<file path="src/rtl/qbert_pkg.sv">
// Shared types and default pyramid geometry for the Q*bert hop controller and cube renderer.
// Screen x grows down the pyramid (row axis), screen y grows along a row (col axis).
package qbert_pkg;

    typedef enum logic [1:0] {
        UL = 2'd0,
        UR = 2'd1,
        DL = 2'd2,
        DR = 2'd3
    } dir_t;

    typedef enum logic [2:0] {
        IDLE   = 3'd0,
        TARGET = 3'd1,
        MOVE_Y = 3'd2,
        MOVE_X = 3'd3,
        LAND   = 3'd4,
        FALL   = 3'd5
    } jstate_t;

    localparam int          N_ROWS_DEF   = 7;
    localparam logic [10:0] X_TOP_DEF    = 11'd100;
    localparam logic [9:0]  Y_TOP_DEF    = 10'd400;
    localparam logic [10:0] XDIAG_DEF    = 11'd60;
    localparam logic [9:0]  YDIAG_DEF    = 10'd100;
    localparam int          TICK_DIV_DEF = 65536;
    localparam logic [10:0] FALL_PIX_DEF = 11'd120;

    function automatic logic is_down(dir_t d);
        return d[1];
    endfunction

endpackage

</file>
<file path="src/rtl/qbert_jump_ctrl_if.sv">
// Jump command and sprite position bundle between the game logic and the hop controller.
interface qbert_jump_ctrl_if;
    logic        jump_req;
    logic [1:0]  jump_dir;
    logic [10:0] qbert_x;
    logic [9:0]  qbert_y;
    logic [2:0]  cube_row;
    logic [2:0]  cube_col;
    logic        busy;
    logic        landed;
    logic        fell;

    modport master (
        output jump_req, jump_dir,
        input  qbert_x, qbert_y, cube_row, cube_col, busy, landed, fell
    );

    modport slave (
        input  jump_req, jump_dir,
        output qbert_x, qbert_y, cube_row, cube_col, busy, landed, fell
    );
endinterface

</file>
<file path="src/rtl/qbert_cube_pos.sv">
// Combinational cube (row, col) to centre-pixel mapper; also used by the cube renderer.
// Zero latency; no handshake.
module qbert_cube_pos
    import qbert_pkg::*;
#(
    parameter logic [10:0] X_TOP = X_TOP_DEF,
    parameter logic [9:0]  Y_TOP = Y_TOP_DEF,
    parameter logic [10:0] XDIAG = XDIAG_DEF,
    parameter logic [9:0]  YDIAG = YDIAG_DEF
) (
    input  logic [2:0]  row,
    input  logic [2:0]  col,
    output logic [10:0] x,
    output logic [9:0]  y
);
    logic [11:0] x_w;
    logic [11:0] y_w;

    always_comb begin
        x_w = 12'(X_TOP) + 12'(row) * 12'(XDIAG);
        y_w = 12'(Y_TOP) + 12'(col) * 12'(YDIAG) - 12'(row) * 12'(YDIAG >> 1);
    end

    assign x = x_w[10:0];
    assign y = y_w[9:0];
endmodule

</file>
<file path="src/rtl/qbert_jump_ctrl.sv">
// Q*bert hop sequencer: moves the sprite one pixel per motion tick to the target cube, or falls and respawns.
// Latency: 1 cycle to TARGET, then one tick per pixel; busy high outside IDLE.
// Backpressure: requests while busy are dropped, or held one-deep (latest wins) with QBERT_JUMP_QUEUE_EN.
module qbert_jump_ctrl
    import qbert_pkg::*;
#(
    parameter int          N_ROWS   = N_ROWS_DEF,
    parameter logic [10:0] X_TOP    = X_TOP_DEF,
    parameter logic [9:0]  Y_TOP    = Y_TOP_DEF,
    parameter logic [10:0] XDIAG    = XDIAG_DEF,
    parameter logic [9:0]  YDIAG    = YDIAG_DEF,
    parameter int          TICK_DIV = TICK_DIV_DEF,
    parameter logic [10:0] FALL_PIX = FALL_PIX_DEF
) (
    input  logic             clk,
    input  logic             reset,
    qbert_jump_ctrl_if.slave bus
);
    localparam int PW = $clog2(TICK_DIV);

    jstate_t     state, state_nxt;
    dir_t        dir_q, start_dir;
    logic        start, tick;
    logic [PW-1:0] presc;
    logic [2:0]  row_q, col_q, trow_q, tcol_q;
    logic [10:0] qx, tx, tx_c, fall_cnt;
    logic [9:0]  qy, ty, ty_c;
    logic [4:0]  trow_c, tcol_c;
    logic        off_c, fall_done;

    assign tick = (presc == PW'(TICK_DIV - 1));

    always_ff @(posedge clk) begin
        if (reset || tick) presc <= '0;
        else               presc <= presc + PW'(1);
    end

    // Target computed in 5 bits so a step above row/col 0 shows up as a set sign bit.
    always_comb begin
        trow_c = {2'b00, row_q};
        tcol_c = {2'b00, col_q};
        unique case (dir_q)
            UL: begin trow_c = {2'b00, row_q} - 5'd1; tcol_c = {2'b00, col_q} - 5'd1; end
            UR: trow_c = {2'b00, row_q} - 5'd1;
            DL: trow_c = {2'b00, row_q} + 5'd1;
            DR: begin trow_c = {2'b00, row_q} + 5'd1; tcol_c = {2'b00, col_q} + 5'd1; end
        endcase
        off_c = trow_c[4] | tcol_c[4] | (trow_c >= 5'(N_ROWS)) | (tcol_c > trow_c);
    end

    qbert_cube_pos #(.X_TOP(X_TOP), .Y_TOP(Y_TOP), .XDIAG(XDIAG), .YDIAG(YDIAG)) u_target_pos (
        .row (trow_c[2:0]),
        .col (tcol_c[2:0]),
        .x   (tx_c),
        .y   (ty_c)
    );

    assign fall_done = (state == FALL) && (fall_cnt == FALL_PIX);

`ifdef QBERT_JUMP_QUEUE_EN
    logic q_vld;
    dir_t q_dir;

    assign start     = (state == IDLE) && (q_vld || bus.jump_req);
    assign start_dir = q_vld ? q_dir : dir_t'(bus.jump_dir);

    always_ff @(posedge clk) begin
        if (reset) begin
            q_vld <= 1'b0;
            q_dir <= UL;
        end else if (fall_done) begin
            q_vld <= 1'b0;
        end else if (state == IDLE) begin
            // Draining the buffer; a same-cycle request refills it.
            if (q_vld) begin
                q_vld <= bus.jump_req;
                if (bus.jump_req) q_dir <= dir_t'(bus.jump_dir);
            end
        end else if (bus.jump_req) begin
            q_vld <= 1'b1;
            q_dir <= dir_t'(bus.jump_dir);
        end
    end
`else
    assign start     = (state == IDLE) && bus.jump_req;
    assign start_dir = dir_t'(bus.jump_dir);
`endif

    always_ff @(posedge clk) begin
        if (reset) state <= IDLE;
        else       state <= state_nxt;
    end

    always_comb begin
        state_nxt = state;
        case (state)
            IDLE:    if (start) state_nxt = TARGET;
            TARGET:  state_nxt = off_c ? FALL : (is_down(dir_q) ? MOVE_Y : MOVE_X);
            MOVE_Y:  if (qy == ty) state_nxt = is_down(dir_q) ? MOVE_X : LAND;
            MOVE_X:  if (qx == tx) state_nxt = is_down(dir_q) ? LAND : MOVE_Y;
            LAND:    state_nxt = IDLE;
            FALL:    if (fall_done) state_nxt = IDLE;
            default: state_nxt = IDLE;
        endcase
    end

    always_ff @(posedge clk) begin
        if (reset) begin
            dir_q    <= UL;
            row_q    <= '0;
            col_q    <= '0;
            trow_q   <= '0;
            tcol_q   <= '0;
            qx       <= X_TOP;
            qy       <= Y_TOP;
            tx       <= X_TOP;
            ty       <= Y_TOP;
            fall_cnt <= '0;
        end else begin
            case (state)
                IDLE: if (start) dir_q <= start_dir;
                TARGET: begin
                    tx       <= tx_c;
                    ty       <= ty_c;
                    trow_q   <= trow_c[2:0];
                    tcol_q   <= tcol_c[2:0];
                    fall_cnt <= '0;
                end
                MOVE_Y: if (qy != ty && tick) qy <= (qy < ty) ? qy + 10'd1 : qy - 10'd1;
                MOVE_X: if (qx != tx && tick) qx <= (qx < tx) ? qx + 11'd1 : qx - 11'd1;
                LAND: begin
                    row_q <= trow_q;
                    col_q <= tcol_q;
                end
                FALL: begin
                    if (fall_done) begin
                        row_q <= '0;
                        col_q <= '0;
                        qx    <= X_TOP;
                        qy    <= Y_TOP;
                    end else if (tick) begin
                        qx       <= qx + 11'd1;
                        fall_cnt <= fall_cnt + 11'd1;
                    end
                end
                default: ;
            endcase
        end
    end

    assign bus.qbert_x  = qx;
    assign bus.qbert_y  = qy;
    assign bus.cube_row = row_q;
    assign bus.cube_col = col_q;
    assign bus.busy     = (state != IDLE);
    assign bus.landed   = (state == LAND);
    assign bus.fell     = fall_done;
endmodule
</file>
<file path="src/flat_wrapper.sv">
// flat-port wrapper written by rule: the top's interface ports become plain ports
module qbert_jump_ctrl_flat import qbert_pkg::*;
#(
    parameter int          N_ROWS   = N_ROWS_DEF,
    parameter logic [10:0] X_TOP    = X_TOP_DEF,
    parameter logic [9:0]  Y_TOP    = Y_TOP_DEF,
    parameter logic [10:0] XDIAG    = XDIAG_DEF,
    parameter logic [9:0]  YDIAG    = YDIAG_DEF,
    parameter int          TICK_DIV = TICK_DIV_DEF,
    parameter logic [10:0] FALL_PIX = FALL_PIX_DEF
)
  (clk, reset, bus_jump_req, bus_jump_dir, bus_qbert_x, bus_qbert_y, bus_cube_row, bus_cube_col, bus_busy, bus_landed, bus_fell);
  qbert_jump_ctrl_if bus_i ();
  input  logic clk;
  input  logic reset;
  input wire logic [$bits(bus_i.jump_req)-1:0] bus_jump_req;
  input wire logic [$bits(bus_i.jump_dir)-1:0] bus_jump_dir;
  output wire logic [$bits(bus_i.qbert_x)-1:0] bus_qbert_x;
  output wire logic [$bits(bus_i.qbert_y)-1:0] bus_qbert_y;
  output wire logic [$bits(bus_i.cube_row)-1:0] bus_cube_row;
  output wire logic [$bits(bus_i.cube_col)-1:0] bus_cube_col;
  output wire logic [$bits(bus_i.busy)-1:0] bus_busy;
  output wire logic [$bits(bus_i.landed)-1:0] bus_landed;
  output wire logic [$bits(bus_i.fell)-1:0] bus_fell;
  assign bus_i.jump_req = bus_jump_req;
  assign bus_i.jump_dir = bus_jump_dir;
  assign bus_qbert_x = bus_i.qbert_x;
  assign bus_qbert_y = bus_i.qbert_y;
  assign bus_cube_row = bus_i.cube_row;
  assign bus_cube_col = bus_i.cube_col;
  assign bus_busy = bus_i.busy;
  assign bus_landed = bus_i.landed;
  assign bus_fell = bus_i.fell;
  qbert_jump_ctrl #(.N_ROWS(N_ROWS), .X_TOP(X_TOP), .Y_TOP(Y_TOP), .XDIAG(XDIAG), .YDIAG(YDIAG), .TICK_DIV(TICK_DIV), .FALL_PIX(FALL_PIX)) u_core (.clk(clk), .reset(reset), .bus(bus_i));
endmodule
</file>
<file path="config.mk">
export PLATFORM = sky130hd
export DESIGN_NAME = qbert_jump_ctrl_flat
export DESIGN_NICKNAME = d
export VERILOG_FILES = /design/src/rtl/qbert_pkg.sv /design/src/rtl/qbert_jump_ctrl_if.sv /design/src/rtl/qbert_cube_pos.sv /design/src/rtl/qbert_jump_ctrl.sv /design/src/flat_wrapper.sv
export SDC_FILE = /design/constraint.sdc
export NUM_CORES = 1
export LEC_CHECK = 0
export ABC_AREA = 0
export CORE_UTILIZATION = 25
export CTS_BUF_LIST = sky130_fd_sc_hd__clkbuf_4
export CTS_CLUSTER_SIZE = 25
export DETAILED_ROUTE_END_ITERATION = 10
export PLACE_DENSITY = 0.53
export SYNTH_ARGS = -nofsm -noshare
export SYNTH_HDL_FRONTEND = slang
export SYNTH_SLANG_ARGS = --single-unit
</file>
<file path="constraint.sdc">
create_clock -name clk -period 4.1 [get_ports clk]
set_clock_uncertainty 0.05 [all_clocks]
set_input_delay 0.82 -clock clk [delete_from_list [all_inputs] [get_ports clk]]
set_output_delay 0.82 -clock clk [all_outputs]
set_load 0.01 [all_outputs]
</file>
After elaboration in Yosys (flattened, before gate mapping). Index checks and enable logic that the tools add are counted.

Add/sub/neg operators: 13. $mul: 3. Magnitude comparators: 4. Equal/unequal tests: 23. Mux-type cells: 25. Bitwise gates (word level): 3. Reductions and logical operators: 20.

Operator list (count): $mux 11 (6); $pmux 11 s2 (2); $mux 10 (3); $add 11x1->11 const B (2); $mux 3 (7); $pmux 10 s2 (1); $pmux 5 s2 (2); $add 16x1->16 const B (1); $eq 16x16->1 const B (1); $mul 3x5->8 const B (2); $pmux 3 s5 (1); $ne 2x1->1 const B (6); $pmux 3 s2 (2); $eq 11x11->1 (1); $eq 11x7->1 const B (1); $lt 11x11->1 (1); $ne 11x11->1 (1); $sub 11x1->11 const B (1); $add 10x1->10 const B (1); $add 7x9->10 const A (1); $add 9x10->10 const A (1); $eq 10x10->1 (1); $lt 10x10->1 (1); $ne 10x10->1 (1); other kinds (26) (44).

Register bits: 86. Output and inout port bits: 30. Word-level logic and storage cells: 103.

Longest topological paths before layout. Gate-level depths: netlist of the first run.

Word-level depth: 8. Mapped depth: 17. Mapped depth without buffers: 17.

By module. Synthesis of the first run repeated with hierarchy kept, for this count alone.

Cell total of the unflattened synthesis: 758. Area, all modules: 5995.8 µm².

Modules (own cells, without submodules): qbert_jump_ctrl (times used 1, cells each 648, area each 5089.9 µm², sequential area each 1721.7 µm²); qbert_cube_pos (times used 1, cells each 110, area each 905.9 µm², sequential area each 0.0 µm²).

Least setup slack after synthesis of the first run. Ideal clock, no wire load.

Path type: reg2reg. From: register u_core.row_q[0] (netlist: u_core.bus.cube_row[0]). To: register u_core.ty[9]. Arrival time: 3.764 ns. Path slack: 0.154 ns. Stages on the path, launching flop included: 18. Buffers on the path: 1. Period minus slack after synthesis: 3.946 ns. Cells stage by stage: dfxtp_1 -> clkbuf_1 -> inv_1 -> ha_1 -> nor3b_1 -> or3_1 -> and2_1 -> ha_1 -> ha_1 -> ha_1 -> or2_2 -> ha_1 -> inv_1 -> ha_1 -> a2111oi_0 -> nor3_1 -> xnor2_1 -> a21oi_1.

Cells in the longest elaborated chain, start to end: 4.

Ends and longest elaborated chain: from (decl) (line qbert_jump_ctrl.sv:25) `logic [2:0] row_q, col_q, trow_q, tcol_q;`; from (signal assigned) (line qbert_jump_ctrl.sv:132) `row_q <= trow_q;`; $add 3x1->4 or $sub 3x1->4 (tied branches); $pmux 5 s2 (*) (line qbert_jump_ctrl.sv:42) `unique case (dir_q)`; named net u_core.trow_c[0] (line qbert_jump_ctrl.sv:28) `logic [4:0] trow_c, tcol_c;`; $mul 3x5->8 (*) (line qbert_cube_pos.sv:21) `y_w = 12'(Y_TOP) + 12'(col) * 12'(YDIAG) - 12'(row) * 12'(YDIAG >> 1);`; $sub 10x9->10 (*) (line qbert_cube_pos.sv:21); to (signal assigned) (line qbert_jump_ctrl.sv:124) `ty <= ty_c;`; to (decl) (line qbert_jump_ctrl.sv:27) `logic [9:0] qy, ty, ty_c;`.

Mark *: on every way through the listed nets, which the timed path passes. The rest lies on a longest branch. A chain may end at the register's enable or synchronous reset.

Worst setup path in the final report of the first run. Ends and elaborated chain as after synthesis.

==> impl_metrics.yaml, run 1 <==
floorplanning:
  num_rows: 55
  die-area_mm2: 0.0236
  start_util_pct: 25.4
  core_mm2: 0.0226
  dieHeight_um: 153
  die_w_um: 153
  io_pins: 35
worst_setup_path:
  crit_path_start: "u_core.bus.cube_row[0]"
  worstPathRequired_ps: 4380
  cp_max_fo: 7
  crit_path_start_kind: "flip-flop"
  reg2reg_depth: 16
  crit_end: "u_core.ty[9]"
  reg2reg_to: "u_core.ty[9]"
  r2r_slack_ps: 210
  cp.arrival_ps: 4170
  r2r_start: "u_core.bus.cube_row[0]"
  endpoint_kind: "flip-flop"
  worst-setup-path-type: "flip-flop to flip-flop"
clock_tree:
  clock_sinks: 81
  clk_latency_ps: 470
  cts_tree: "built"
  clk_path_buf_depth: 2
  cts-htree-levels: 3
  cts_setup_buffers: 0
  cts_resized: 0
  clkTransAtPathRegs_ps: 140
  numCtsBuffers: 9
  cts_hold_buf: 0
  cts_root_buf: "clkbuf_4"
synth:
  ys_types: 62
  syn_nets: 797
  synth_seq_cells: 81
  synth_area_per_cell_um2: 7.98
  synth-main-ff-cell: "dfxtp_1"
  synthArstFlopShare_pct: 0
  synth_cells: 719
  yosysWarnings: 0
  syn_area_mm2: 0.00574
  ys_seq_area_share_pct: 28.3
  synth-edff-count: 0
placement:
  dp_cells: 1027
  dpl.hpwl_mm: 10.6
  gp_congestion: 0.800
  place_ws_ps: 286
  io_buffers: 34
global_routing:
  track_usage_pct: 12.7
  grt_pass1_vias: 4668
  grt_remaining_overflow: 0
  antenna_found_initial: 1
  grt_max_degree: 52
  grt_pass1_wl_mm: 24.0
finish:
  final_cell_mix: "dfxtp_1 (81), nor2_1 (75), ha_1 (69), nand2_1 (62), inv_1 (54)"
  drive_gt1_share_pct: 5.94
  final_common_cell: "dfxtp_1"
  areaGrowthSynthToFinish_pct: 14.2
  instances_no_fill: 1044
  finalNetCount: 831
sta:
  rsz0062_at_grt: "no"
  hold_viol: 0
  setup_viol: 0
  fin_crit_sh_pct: 94.9
  slew_headroom_pct: 44.6
  drv_slew: 0
  max_freq_mhz: 257
  tightest_slew_ps: 829
  setup_ws_ps: 209
  tns_ps: 0
  period_minus_slack_ps: 3890
drt:
  routed_wirelength_mm: 14.4
  vias: 5097
  drc_errors: 0
  postRouteAntennaNets: 0
  vias_per_cell: 4.88
  drt-pass1-iter-count: 5
  drt_iter0_markers: 253
  drt-wirelength-per-cell_um: 13.8
run_status:
  status: "completed"
min_path:
  hold_depth: 2
  min_path_type: "flip-flop to flip-flop"
pwr:
  p_per_area_mw_per_mm2: 764
  peakVddDrop_mv: 0.480
  p_leak_nw: 2.64
run:
  maxCapViolations: 0
## worst min-delay path by stage
stage                     start                endpoint  slack (ps)
6_report       u_core.tcol_q[1]  u_core.bus.cube_col[1]         410
5_1_grt        u_core.tcol_q[1]  u_core.bus.cube_col[1]         420
4_1_cts        u_core.tcol_q[1]  u_core.bus.cube_col[1]         410
3_5_place_dp   u_core.trow_q[1]  u_core.bus.cube_row[1]         400
3_3_place_gp       u_core.ty[2]            u_core.ty[2]         390
2_1_floorplan   u_core.presc[0]         u_core.presc[0]         380
## power by group
part | internal, mW | switching [mW]
combinational | 1.56 | 2.01
clock | 0.133 | 0.315
sequential | 0.900 | 0.0943
total | 2.59 | 2.42
## synth_stat cells (4+ instances only)
library cell	number	area, um2
dfxtp_1	81	1620
nor2_1	75	282
ha_1	69	863
nand2_1	62	233
inv_1	54	203
a21oi_1	53	265
nand3_1	33	165
o21ai_0	28	140
xor2_1	28	245
xnor2_1	20	175
clkbuf_1	18	67.6
nor3_1	18	90.1
a211oi_1	17	128
nand4_1	15	93.8
and3_1	12	75.1
nor4_1	10	62.6
o211ai_1	10	75.1
or3_1	8	50.1
a21o_1	7	52.6
o21a_1	7	52.6
nand2b_1	6	37.5
o21bai_1	6	45.0
or2_2	5	31.3
a211o_1	4	35.0
a31oi_1	4	25.0
buf_2	4	20.0
fa_1	4	80.1
nor2b_1	4	25.0
or4_1	4	30.0
## critical path, cell delays in order, from the launching register on
cell	delay, ps
dfxtp_1	480
inv_1	90
ha_1	190
nor3b_1	140
or3_1	360
and2_1	240
ha_1	350
ha_1	210
ha_1	160
or2_2	270
ha_1	280
inv_1	40
ha_1	210
a2111oi_0	310
nor3_1	130
xnor2_1	170
a21oi_1	80
## final cells by class
class / count / area (um2)
Fill cell: 2504 / 16000
Multi-Input combinational cell: 557 / 3790
Sequential cell: 81 / 1620
Timing Repair Buffer: 50 / 455
Tap cell: 285 / 357
Inverter: 54 / 203
Clock buffer: 10 / 75.1
Clock inverter: 6 / 42.5
Antenna cell: 1 / 2.50
## metal layers
| metal | track usage (%) | wire length (um) | up-vias |
|---|---|---|---|
| met5 | 0 | 0 | - |
| met4 | 3.95 | 170 | 0 |
| met3 | 2.38 | 494 | 10 |
| met2 | 19.2 | 6230 | 88 |
| met1 | 18.1 | 7510 | 2363 |
| li1 | - | - | 2636 |
## sequential cells by signal (all words and copies together), names as in the netlist
register and count:
u_core.tx 8, u_core.bus.qbert_x 11, u_core.state 3, u_core.tcol_q 3, u_core.bus.cube_col 3, u_core.bus.qbert_y 10, u_core.bus.cube_row 3, u_core.dir_q 2
u_core.fall_cnt 11, u_core.trow_q 3, u_core.ty 8, u_core.presc 16
## through the flow
step / cell area, um2 / util [%] / power (mW) / hold WS [ps]
floorplan: 5740 / - / 3.81 / 376
global placement: 6430 / 28.5 / 4.56 / 394
global route: 6550 / 29.0 / 5.58 / 418
CTS: 6550 / 29.0 / 5.06 / 413
detailed placement: 6430 / 28.5 / 4.58 / 395
finish: 6550 / 29.0 / 5.01 / 408
## kinds of logic (layout without fill, tap and decap cells)
| logic type | after synthesis | count (layout) | synth area share (%) |
|---|---|---|---|
| and+or+nand+nor | 269 | 269 | 23.5 |
| buffers and inverters | 81 | 120 | 5.58 |
| DFF | 81 | 81 | 28.3 |
| other | 0 | 1 | 0 |
| xor gates and xnor gates | 48 | 48 | 7.33 |
| adders and majority gates | 73 | 73 | 16.4 |
| muxes | 2 | 2 | 0.349 |
| AOI/OAI and AO/OA | 165 | 165 | 18.5 |
No activity file was read; power rests on OpenSTA's default activity.
==> inputs of run 2 (changes only) <==
- SLEW_MARGIN: unset -> 20
==> results of run 2 <==
The final DEF is identical to that of run 1; final timing and power are the same.
==> inputs of run 3 (changes only) <==
- CTS_BUF_LIST: sky130_fd_sc_hd__clkbuf_4 -> unset
- GPL_TIMING_DRIVEN: unset -> 0
- PLACE_DENSITY: 0.53 -> 0.51
- clock period: 4.1 -> 4.2 ns (I/O delays scaled with it)
==> run 3 against run 2 <==
Compared with the run above: maximum frequency is 4.1% lower; sequential power is 4.8% lower; via count is 1.9% higher; sequential share of layout area is 0.84 points lower; setup slack worse by 66 ps; design area is 3.8% higher; routed wire length is 9.0% higher; total power is 6.3% higher; cell count is 1.5% higher; register-to-register slack worse by 70 ps; die area stayed put.
==> impl_metrics.yaml, run 3 (same netlist as run 1, synthesis figures left out) <==
clock_tree:
  clock_sinks: 81
  clkTransAtPathRegs_ps: 60
  cts-htree-levels: 3
  clk_latency_ps: 350
  cts_root_buf: "clkbuf_16"
  numCtsBuffers: 9
  cts_tree: "built"
  clk_path_buf_depth: 2
placement:
  io_buffers: 33
  dpl.hpwl_mm: 11.8
  place_ws_ps: -629
  gp_congestion: 0.822
pwr:
  power_frac_seq_pct: 17.8
  p_leak_nw: 2.73
  internal-power_mw: 2.84
  share_comb_of_total_power_pct: 68.1
  total_power_mw: 5.32
  p_per_area_mw_per_mm2: 783
  p_clk_share_pct: 14.1
  peakVddDrop_mv: 0.790
  switching_share_pct: 46.6
  p_sw_mw: 2.48
finish:
  regMostFlops: "u_core.presc"
  fill_cells: 2437
  final_cell_mix: "dfxtp_1 (80), nor2_1 (75), ha_1 (68), nand2_1 (62)"
  multi_input_area_mm2: 0.00382
  final_common_cell: "dfxtp_1"
  drive_gt1_share_pct: 6.06
  register_area_mm2: 0.00163
  antennaDiodeCount: 0
  finalNetCount: 848
  areaGrowthSynthToFinish_pct: 18.5
  largest_register_ffs: 16
drt:
  drt_iter0_markers: 239
  drt-pass1-iter-count: 6
  drc_errors: 0
  vias: 5193
  postRouteAntennaNets: 0
  vias_per_cell: 4.90
  drt-wirelength-per-cell_um: 14.8
  routed_wirelength_mm: 15.7
global_routing:
  grt_max_degree: 13
  grt_pass1_vias: 4855
  grt_remaining_overflow: 0
  grt_pass1_wl_mm: 25.5
  antenna_found_initial: 0
  track_usage_pct: 13.7
sta:
  slew_headroom_pct: 51.3
  period_minus_slack_ps: 4060
  fin_crit_sh_pct: 96.6
  setup_viol: 0
  drv_slew: 0
  rsz0062_at_grt: "yes"
  setup_ws_ps: 143
  max_freq_mhz: 247
  hold_viol: 0
  tightest_slew_ps: 731
floorplanning:
  num_rows: 55
  die-area_mm2: 0.0236
  io_pins: 35
  start_util_pct: 25.4
  core_mm2: 0.0226
  dieHeight_um: 153
  die_w_um: 153
min_path:
  min_path_type: "flip-flop to flip-flop"
run_status:
  status: "completed"
worst_setup_path:
  worst-setup-path-type: "flip-flop to flip-flop"
  worstPathRequired_ps: 4360
  endpoint_kind: "flip-flop"
  cp_max_fo: 8
  crit_path_start_kind: "flip-flop"
  cp.arrival_ps: 4220
run:
  maxCapViolations: 0
-- run 3: layout make-up --
| cell class | instances | share of cell area [%] |
|---|---|---|
| timing repair buffer | 40 | 5.63 |
| multi-input combinational | 557 | 56.2 |
| buffer | 27 | 1.88 |
| tap | 285 | 5.25 |
| sequential | 81 | 23.9 |
| clock inverter | 2 | 0.184 |
| inverter | 54 | 3.04 |
| clock buffer | 14 | 3.88 |
-- run 3: metal layers --
| layer | wire length (um) | track usage [%] | vias up |
|---|---|---|---|
| li1 | - | - | 2665 |
| met2 | 6820 | 20.9 | 87 |
| met4 | 243 | 5.48 | 0 |
| met3 | 549 | 1.96 | 15 |
| met1 | 8080 | 19.2 | 2426 |
| met5 | 0 | 0 | - |
-- run 3: power groups by stage --
| stage | Sequential [mW] | Clock, mW | Combinational (mW) |
|---|---|---|---|
| final | 0.946 | 0.751 | 3.63 |
| after detailed placement | 0.959 | 0 | 3.57 |
| after CTS | 0.943 | 0.766 | 3.60 |
| after global routing | 0.956 | 0.794 | 4.13 |
| after global placement | 0.958 | 0 | 3.53 |
| after floorplan | 0.940 | 0 | 2.78 |
-- run 3: per-stage QoR --
step                      instance area (um2)  util, %  TNS, ps  std cells  hold WS, ps
after detailed placement                 6430     28.5    -2180       1038          395
after CTS                                6740     29.9        0       1055          403
after global placement                   6420     28.5    -2640       1037          393
after global routing                     6800     30.1     -127       1060          418
final                                    6800     30.1        0       1060          402
after floorplan                          5740        -        0        719          376
-- run 3: final timing paths --
| check | startpoint | end | slack [ps] | depth (start not counted) |
|---|---|---|---|---|
| worst max-delay path | u_core.bus.cube_row[0] | u_core.ty[9] | 140 | 17 |
| worst max register to register | u_core.bus.cube_row[0] | u_core.ty[9] | 140 | 17 |
| worst min-delay path | u_core.ty[6] | u_core.ty[6] | 400 | 2 |
| worst min register to register | u_core.ty[6] | u_core.ty[6] | 400 | 2 |
-- run 3: repair_timing --
item	in CTS	in global routing
resized for setup	6	6
buffers inserted	1	5
endpoints found under the setup margin	8	4
pin swaps	1	2
hold buffers	0	0
-- run 3: worst max-delay path, cell delays in order (launching register included) --
cell	delay (ps)
dfxtp_4	400
clkbuf_8	180
clkinvlp_4	80
ha_1	180
nor3b_1	140
or3_1	370
and2_1	240
ha_1	350
ha_1	210
ha_1	160
or2_2	270
ha_1	280
inv_1	40
ha_1	210
a2111oi_1	260
nor3_1	130
xnor2_1	260
a21oi_1	100
